### src/rtl/lcd_lvds_pixel_mapper.sv
// Packs an RGB888 + sync pixel stream into 7:1 LVDS lane words (4 lanes x 7 bits per link).
// Single link emits one word per pixel; dual link pairs pixels and realigns the pair at line start.
module lcd_lvds_pixel_mapper #(
    parameter int          NUM_LINKS = 2,
    parameter logic [27:0] IDLE_WORD = 28'h080C101
) (
    input  logic                      px_clk,
    input  logic                      px_reset,
    input  logic [1:0]                fmt_req,
    input  logic                      pix_valid,
    input  logic                      lcd_hs,
    input  logic                      lcd_vs,
    input  logic                      lcd_de,
    input  logic [23:0]               lcd_rgb,
    output logic [28*NUM_LINKS-1:0]   lvds_data,
    output logic                      lvds_valid,
    output logic [1:0]                fmt_active,
    output logic                      align_err
);

    typedef enum logic [1:0] {
        FMT_VESA     = 2'b00,
        FMT_JEIDA    = 2'b01,
        FMT_18BPP    = 2'b10,
        FMT_VESA_ALT = 2'b11
    } fmt_e;

    // Lane n occupies word bits [7n+6:7n]; the first-listed bit of each lane is bit 6.
    function automatic logic [27:0] map_pixel(input fmt_e fmt, input logic [23:0] rgb,
                                              input logic hs, input logic vs, input logic de);
        logic [7:0] r, g, b;
        logic [6:0] l0, l1, l2, l3;
        r = rgb[23:16];
        g = rgb[15:8];
        b = rgb[7:0];
        case (fmt)
            FMT_JEIDA, FMT_18BPP: begin
                l0 = {r[2], r[3], r[4], r[5], r[6], r[7], g[2]};
                l1 = {g[3], g[4], g[5], g[6], g[7], b[2], b[3]};
                l2 = {b[4], b[5], b[6], b[7], hs, vs, de};
                l3 = (fmt == FMT_JEIDA) ? {r[0], r[1], g[0], g[1], b[0], b[1], 1'b0} : 7'h00;
            end
            default: begin
                l0 = {r[0], r[1], r[2], r[3], r[4], r[5], g[0]};
                l1 = {g[1], g[2], g[3], g[4], g[5], b[0], b[1]};
                l2 = {b[2], b[3], b[4], b[5], hs, vs, de};
                l3 = {r[6], r[7], g[6], g[7], b[6], b[7], 1'b0};
            end
        endcase
        return {l3, l2, l1, l0};
    endfunction

    fmt_e        fmt_q;
    logic        vs_q;
    logic        de_q;
    logic [27:0] word;
    logic        de_rise;

    // The mapping always uses the registered format, so the vs-edge pixel keeps the old one.
    assign word    = map_pixel(fmt_q, lcd_rgb, lcd_hs, lcd_vs, lcd_de);
    assign de_rise = lcd_de && !de_q;

    always_ff @(posedge px_clk) begin
        // NOTE: sequential state uses non-blocking assignments so every register samples pre-edge values.
        if (px_reset) begin
            fmt_q <= fmt_e'(fmt_req);
            vs_q  <= 1'b0;
            de_q  <= 1'b0;
        end else if (pix_valid) begin
            if (lcd_vs && !vs_q) begin
                fmt_q <= fmt_e'(fmt_req);
            end
            vs_q <= lcd_vs;
            de_q <= lcd_de;
        end
    end

    assign fmt_active = fmt_q;

    generate
        if (NUM_LINKS == 1) begin : g_single
            logic [27:0] data_q;
            logic        valid_q;

            always_ff @(posedge px_clk) begin
                if (px_reset) begin
                    data_q  <= IDLE_WORD;
                    valid_q <= 1'b0;
                end else begin
                    valid_q <= pix_valid;
                    if (pix_valid) begin
                        data_q <= word;
                    end
                end
            end

            assign lvds_data  = data_q;
            assign lvds_valid = valid_q;
            assign align_err  = 1'b0;
        end else begin : g_dual
            typedef enum logic {
                GATHER_A = 1'b0,
                GATHER_B = 1'b1
            } state_e;

            state_e      state_q;
            logic [27:0] hold_q;
            logic [55:0] data_q;
            logic        valid_q;
            logic        align_q;

            always_ff @(posedge px_clk) begin
                if (px_reset) begin
                    state_q <= GATHER_A;
                    hold_q  <= '0;
                    data_q  <= {IDLE_WORD, IDLE_WORD};
                    valid_q <= 1'b0;
                    align_q <= 1'b0;
                end else begin
                    valid_q <= 1'b0;
                    align_q <= 1'b0;
                    if (pix_valid) begin
                        case (state_q)
                            GATHER_A: begin
                                hold_q  <= word;
                                state_q <= GATHER_B;
                            end
                            default: begin
                                valid_q <= 1'b1;
                                if (de_rise) begin
                                    // Odd blanking count: flush the stray pixel on both links so
                                    // the first active pixel starts a fresh pair on link0.
                                    data_q  <= {hold_q, hold_q};
                                    align_q <= 1'b1;
                                    hold_q  <= word;
                                end else begin
                                    data_q  <= {word, hold_q};
                                    state_q <= GATHER_A;
                                end
                            end
                        endcase
                    end
                end
            end

            assign lvds_data  = data_q;
            assign lvds_valid = valid_q;
            assign align_err  = align_q;
        end
    endgenerate

endmodule
### config.mk
export PLATFORM = sky130hd
export DESIGN_NAME = lcd_lvds_pixel_mapper
export DESIGN_NICKNAME = d
export VERILOG_FILES = /design/src/rtl/lcd_lvds_pixel_mapper.sv
export SDC_FILE = /design/constraint.sdc
export NUM_CORES = 1
export LEC_CHECK = 0
export ABC_CLOCK_PERIOD_IN_PS = 2050
export CAP_MARGIN = 20
export CORE_ASPECT_RATIO = 1.4
export CORE_UTILIZATION = 50
export CTS_CLUSTER_DIAMETER = 40
export CTS_CLUSTER_SIZE = 14
export DETAILED_ROUTE_END_ITERATION = 10
export GPL_TIMING_DRIVEN = 1
export PLACE_DENSITY = 0.8
export SETUP_SLACK_MARGIN = 0.2
export SYNTH_ARGS = -nofsm -noshare
export SYNTH_HDL_FRONTEND = slang
export SYNTH_SLANG_ARGS = --single-unit
### constraint.sdc
create_clock -name px_clk -period 2.05 [get_ports px_clk]
set_input_delay 0.615 -clock px_clk [delete_from_list [all_inputs] [get_ports px_clk]]
set_output_delay 0.615 -clock px_clk [all_outputs]
set_load 0.1 [all_outputs]
== Word-level counts from Yosys, hierarchy flattened ==
Index checks and enable logic that the tools add are counted.

* $add $sub $neg: 0
* Multipliers: 0
* Divide/modulo/power cells: 0
* Order comparisons: 0
* Eq/ne operators: 3
* Shifts and indexed selects: 0
* Mux-type cells: 14
* Bitwise operators: 2
* Reductions and logical operators: 12

{| class="wikitable"
|+ Operators with widths
! operator !! count
|-
| $mux W28 || 2
|-
| $mux W56 || 1
|-
| $mux W7 || 5
|-
| $mux W2 || 3
|-
| $reduce_and A2 Y1 || 3
|-
| $reduce_bool A2 Y1 || 2
|-
| $reduce_or A2 Y1 || 2
|-
| $mux W1 || 3
|-
| $reduce_or A3 Y1 || 1
|-
| $eq A2 B1 Y1 const B || 1
|-
| $eq A2 B2 Y1 const B || 1
|-
| $logic_and A1 B1 Y1 || 2
|-
| $logic_not A1 Y1 || 2
|-
| $ne A2 B2 Y1 const B || 1
|-
| $not A1 Y1 || 2
|}

* Flip-flop bits (word level): 91
* Latch bits: 0
* Bits in writable memories: 0
* Memory bits (read-only): 0
* Output and inout port bits: 60
* Memories: 0

== Depth between registers and ports, before layout ==
* Depth after elaboration: 5
* Gate-level depth with buffers: 7
* Depth with buffers taken out: 5

== Worst setup path before layout ==
OpenSTA, ideal clock, no wires.

* Kind: flip-flop to flip-flop
* From: register fmt_q[1], in the netlist fmt_active[1]
* To: register g_dual.data_q[39], in the netlist lvds_data[39]
* Setup time: 0.117 ns
* Arrival: 2.153 ns
* Slack: -0.220 ns
* Stages on the path, launching flop included: 8
* Path buffers: 2
* Cells stage by stage: edfxtp_1 inv_1 ha_1 buf_2 buf_4 mux2i_1 nand2_1 a32o_1

* Cells in the longest elaborated chain, start to end: 4
* Elaborated cells on any way between the ends: 5
* Those cells by class: eq/ne (2); mux (2); reduce/logical (1)

{| class="wikitable"
|+ RTL lines
! element !! line !! RTL
|-
| from (decl) || 53 || <nowiki>fmt_e fmt_q;</nowiki>
|-
| from (signal assigned) || 66 || <nowiki>fmt_q <= fmt_e'(fmt_req);</nowiki>
|-
| from (signal assigned) || 71 || <nowiki>fmt_q <= fmt_e'(fmt_req);</nowiki>
|-
| $eq A2 B1 Y1 / $eq A2 B2 Y1 (equally long branches) || 36 || <nowiki>case (fmt)</nowiki>
|-
| $reduce_or A2 Y1 (*) || 36 ||
|-
| $mux W7 (*) || 36 ||
|-
| $mux W56 (*) || 130 || <nowiki>if (de_rise) begin</nowiki>
|-
| to (signal assigned) || 116 || <nowiki>data_q <= {IDLE_WORD, IDLE_WORD};</nowiki>
|-
| to (signal assigned) || 133 || <nowiki>data_q <= {hold_q, hold_q};</nowiki>
|-
| to (signal assigned) || 137 || <nowiki>data_q <= {word, hold_q};</nowiki>
|-
| to (decl) || 108 || <nowiki>logic [55:0] data_q;</nowiki>
|}

Every way passes the cells marked *; elsewhere a longest branch is shown, timed or not.
A chain may end at the register's enable or synchronous reset.

== Final worst setup path ==
* From: input port lcd_de
* To: register g_dual.hold_q[16]

* Cells in the longest elaborated chain, start to end: 3

{| class="wikitable"
|+ RTL lines
! element !! line !! RTL
|-
| from (decl) || 13 || <nowiki>input logic lcd_de,</nowiki>
|-
| $logic_and A1 B1 Y1 || 61 || <nowiki>assign de_rise = lcd_de && !de_q;</nowiki>
|-
| $ne A2 B2 Y1 (no line) || n/a ||
|-
| $reduce_and A2 Y1 (no line) || n/a ||
|-
| to (signal assigned) || 125 || <nowiki>hold_q <= word;</nowiki>
|-
| to (signal assigned) || 135 || <nowiki>hold_q <= word;</nowiki>
|-
| to (decl) || 107 || <nowiki>logic [27:0] hold_q;</nowiki>
|}

Every way passes these cells.

==> summary.txt <==
Power and ir drop
  – Combinational Power Share: 25.7%
  – Clock power share: 30.8%
  – Power density over cell area: 762 nW/µm²
  – Net Sw Frac: 31.4%
  – Seq pwr share: 43.5%
  – Post-layout power: 0.00438 W
  – Lkg Pwr: 2.53 nW
  – Switching power: 0.00138 W
  – Peak supply drop: 582 µV
  – Internal power: 0.00301 W

STA
  – Setup-failing EPs final: 0
  – Worst Tran Pin Value: 0.653 ns
  – Period minus WS final: 1.81 ns
  – Final worst slack: 0.236 ns
  – Slew headroom: 56.4%
  – RSZ-0062 raised after global routing: true
  – Worst clock skew: 0.0138 ns
  – Fin. Hold Viols: 0
  – Max Fclk: 551 MHz
  – Period utilization: 88.5%
  – Max-slew violation count: 0

Routing
  – Avg WL per Cell: 18.0 µm
  – Router iterations before antenna repair: 5
  – Detail Route met2 WL: 5690 µm
  – DRT antenna net count: 0
  – Top routing layer in use: met4
  – 1st-iter DRT viols: 192
  – DRC Markers: 0
  – Via/cell ratio: 5.81
  – Met3 routed wirelength: 524 µm
  – Via count: 3492
  – Metal1 wirelength: 4370 µm
  – Detailed Route WL: 10800 µm

Critical path
  – Critical path type: input port to register
  – Worst setup SP type: input port
  – Critical Path AT: 2.10 ns
  – Worst-path fanout max: 26
  – CP Data Required Time: 2.33 ns
  – CP endpoint kind: register

Yosys
  – Compound-Gate Fraction of Synth Area: 26.3%
  – Top cells by count, synth: dfxtp_1 (86), nand2_1 (85), o211a_1 (35), a21oi_1 (28), buf_2 (22)
  – Post-synthesis simple-gate area fraction: 14.3%
  – Mapped Cells: 419
  – Synth warn: 0
  – Share of the synthesized area in the top cell type: 44.8%
  – Multiplexer share of the synthesized area: 5.47%
  – Sequential cell area fraction in the yosys report: 46.3%
  – Syn avg cell area: 9.18 µm²
  – Largest family of logic cells by synthesized area: compound AO/OA/AOI/OAI gates
  – Count leader, synth: dfxtp_1
  – Fraction of registers with async set/reset: 0%
  – Synth cell types: 36
  – Number of flops mapped to enable cells by yosys: 2
  – Top post-synthesis cells by area: dfxtp_1 (45%), o211a_1 (9.1%), nand2_1 (8.3%), mux2i_1 (5.5%), a32o_1 (4.2%)
  – Adder-cell area share of the yosys netlist: 0.325%
  – Post-Synth XOR/XNOR Area: 0%
  – Cell taking the most area after synthesis: dfxtp_1
  – Post-Syn Area: 3850 µm²
  – #FFs+latches synth: 88
  – Ys flop type: dfxtp_1

Layout
  – N_diodes: 0
  – Layout cell share with drive strength beyond 1: 21.2%
  – Nets: 532
  – Area grow syn2layout: 49.7%

Global route
  – Gr usage total: 27.3%
  – Largest net degree at the start of global routing: 37
  – Initial antenna violation count: 0
  – Wire length of the first global-routing pass: 17100 µm
  – GR Overflow Total: 0
  – Number of global-route vias before repair: 3416

Clock network
  – CTS Hold Bufs: 0
  – Maximum clock path buffer count: 2
  – Worst-Skew Late Latency: 0.36 ns
  – Clk sink count: 88
  – TritonCTS clock tree: built
  – H-tree levels: 3
  – Worst-path clk slew: 0.08 ns
  – CTS Buf Count: 9
  – CTS root buf: clkbuf_8

Placement
  – Placement Setup Slack: -0.137 ns
  – GP Congestion: 0.836
  – Post-DP HPWL: 7500 µm
  – I/O Buffers: 89

Job
  – Max cap viols: 0

Status
  – Outcome: finished, final reports clean

Worst hold path
  – Worst min-delay path class: register to register

Die
  – Die Wd: 76.1 µm
  – Initial Util: 51.9%
  – Chip height: 106 µm
  – Rows: 37
  – I/O pin cnt: 92
  – Die area: 8050 µm²
  – CORE AREA: 7410 µm²
-- kinds of logic (layout without fill, tap and decap cells) --
group / Yosys count / in the layout
AOI/OAI and AO/OA: 128 / 128
buffers and inverters: 54 / 138
adders and majority gates: 1 / 1
other: 1 / 2
muxes: 21 / 21
and+or+nand+nor: 126 / 126
DFF: 88 / 88
-- stage by stage --
stage	instances	utilization (%)	TNS, ns	hold slack, ns	area, µm²
6_report	601	77.7	0	0.463	5760
5_1_grt	601	77.7	0	0.487	5760
4_1_cts	599	77.3	0	0.463	5720
3_5_place_dp	583	74.3	-2.77	0.450	5500
3_3_place_gp	583	74.3	-0.349	0.442	5500
2_1_floorplan	420	-	-2.89	0.433	3900
-- layer usage --
layer | vias to the layer above | track usage, %
met5 | - | 0
met2 | 119 | 48.5
li1 | 1667 | -
met1 | 1689 | 31.5
met3 | 17 | 4.07
met4 | 0 | 14.7
-- worst max-delay path, stage by stage --
cell	delay [ns]
clkdlybuf4s50_1	0.57
nand2b_2	0.14
buf_12	0.19
a21oi_2	0.20
buf_12	0.19
mux2i_1	0.18
-- cells in the final DEF (no fill, tap or decap), drive strengths merged, types with 2 or more instances in the layout --
cell type	instances
edfxtp	2
a2111oi	5
and3b	5
and2	8
clkdlybuf4s50	31
mux2i	21
a32o	16
nand3	12
nor3	6
o211a	35
bufinv	2
nor2	7
o21ai	10
a31oi	2
a211oi	5
o31ai	5
buf	81
o211ai	18
inv	10
dfxtp	86
a21oi	29
clkbuf	13
conb	2
nand2	85
-- power groups by stage --
stage,clock [W],combinational (W),sequential [W]
final,0.00135,0.00113,0.00191
after detailed placement,0,0.00111,0.00195
after CTS,0.00136,0.00111,0.00191
after floorplan,0,0.000413,0.00223
after global routing,0.00143,0.00118,0.00192
after global placement,0,0.00109,0.00194
-- path summary, 6_finish.rpt --
path / slack, ns / cells past startpoint / start / to
min: 0.46 / 2 / vs_q / vs_q
max reg2reg: 0.25 / 6 / fmt_active[1] / lvds_data[32]
max: 0.24 / 6 / lcd_de / g_dual.hold_q[16]
min reg2reg: 0.46 / 2 / vs_q / vs_q
-- repair_timing --
item / 4_1_cts / 5_1_grt
setup endpoints to repair: 0 / 20
buffers inserted: 0 / 2
gates resized for setup: 0 / 3
-- state kept, by name, summed over array words and instances (netlist names) --
register        cells
lvds_data          54
g_dual.hold_q      27
fmt_active          2
align_err           1
de_q                1
g_dual.state_q      1
lvds_valid          1
vs_q                1
-- final cells by class --
cell class              count  area [µm²]
multi-input cells         278        1840
flip-flops and latches     88        1780
clock inverters             3        65.1
well taps                  97         121
fillers                   486        1650
inverters                  10        37.5
clock buffers              13         159
repair buffers            112        1750
No activity file was read; power rests on OpenSTA's default activity.
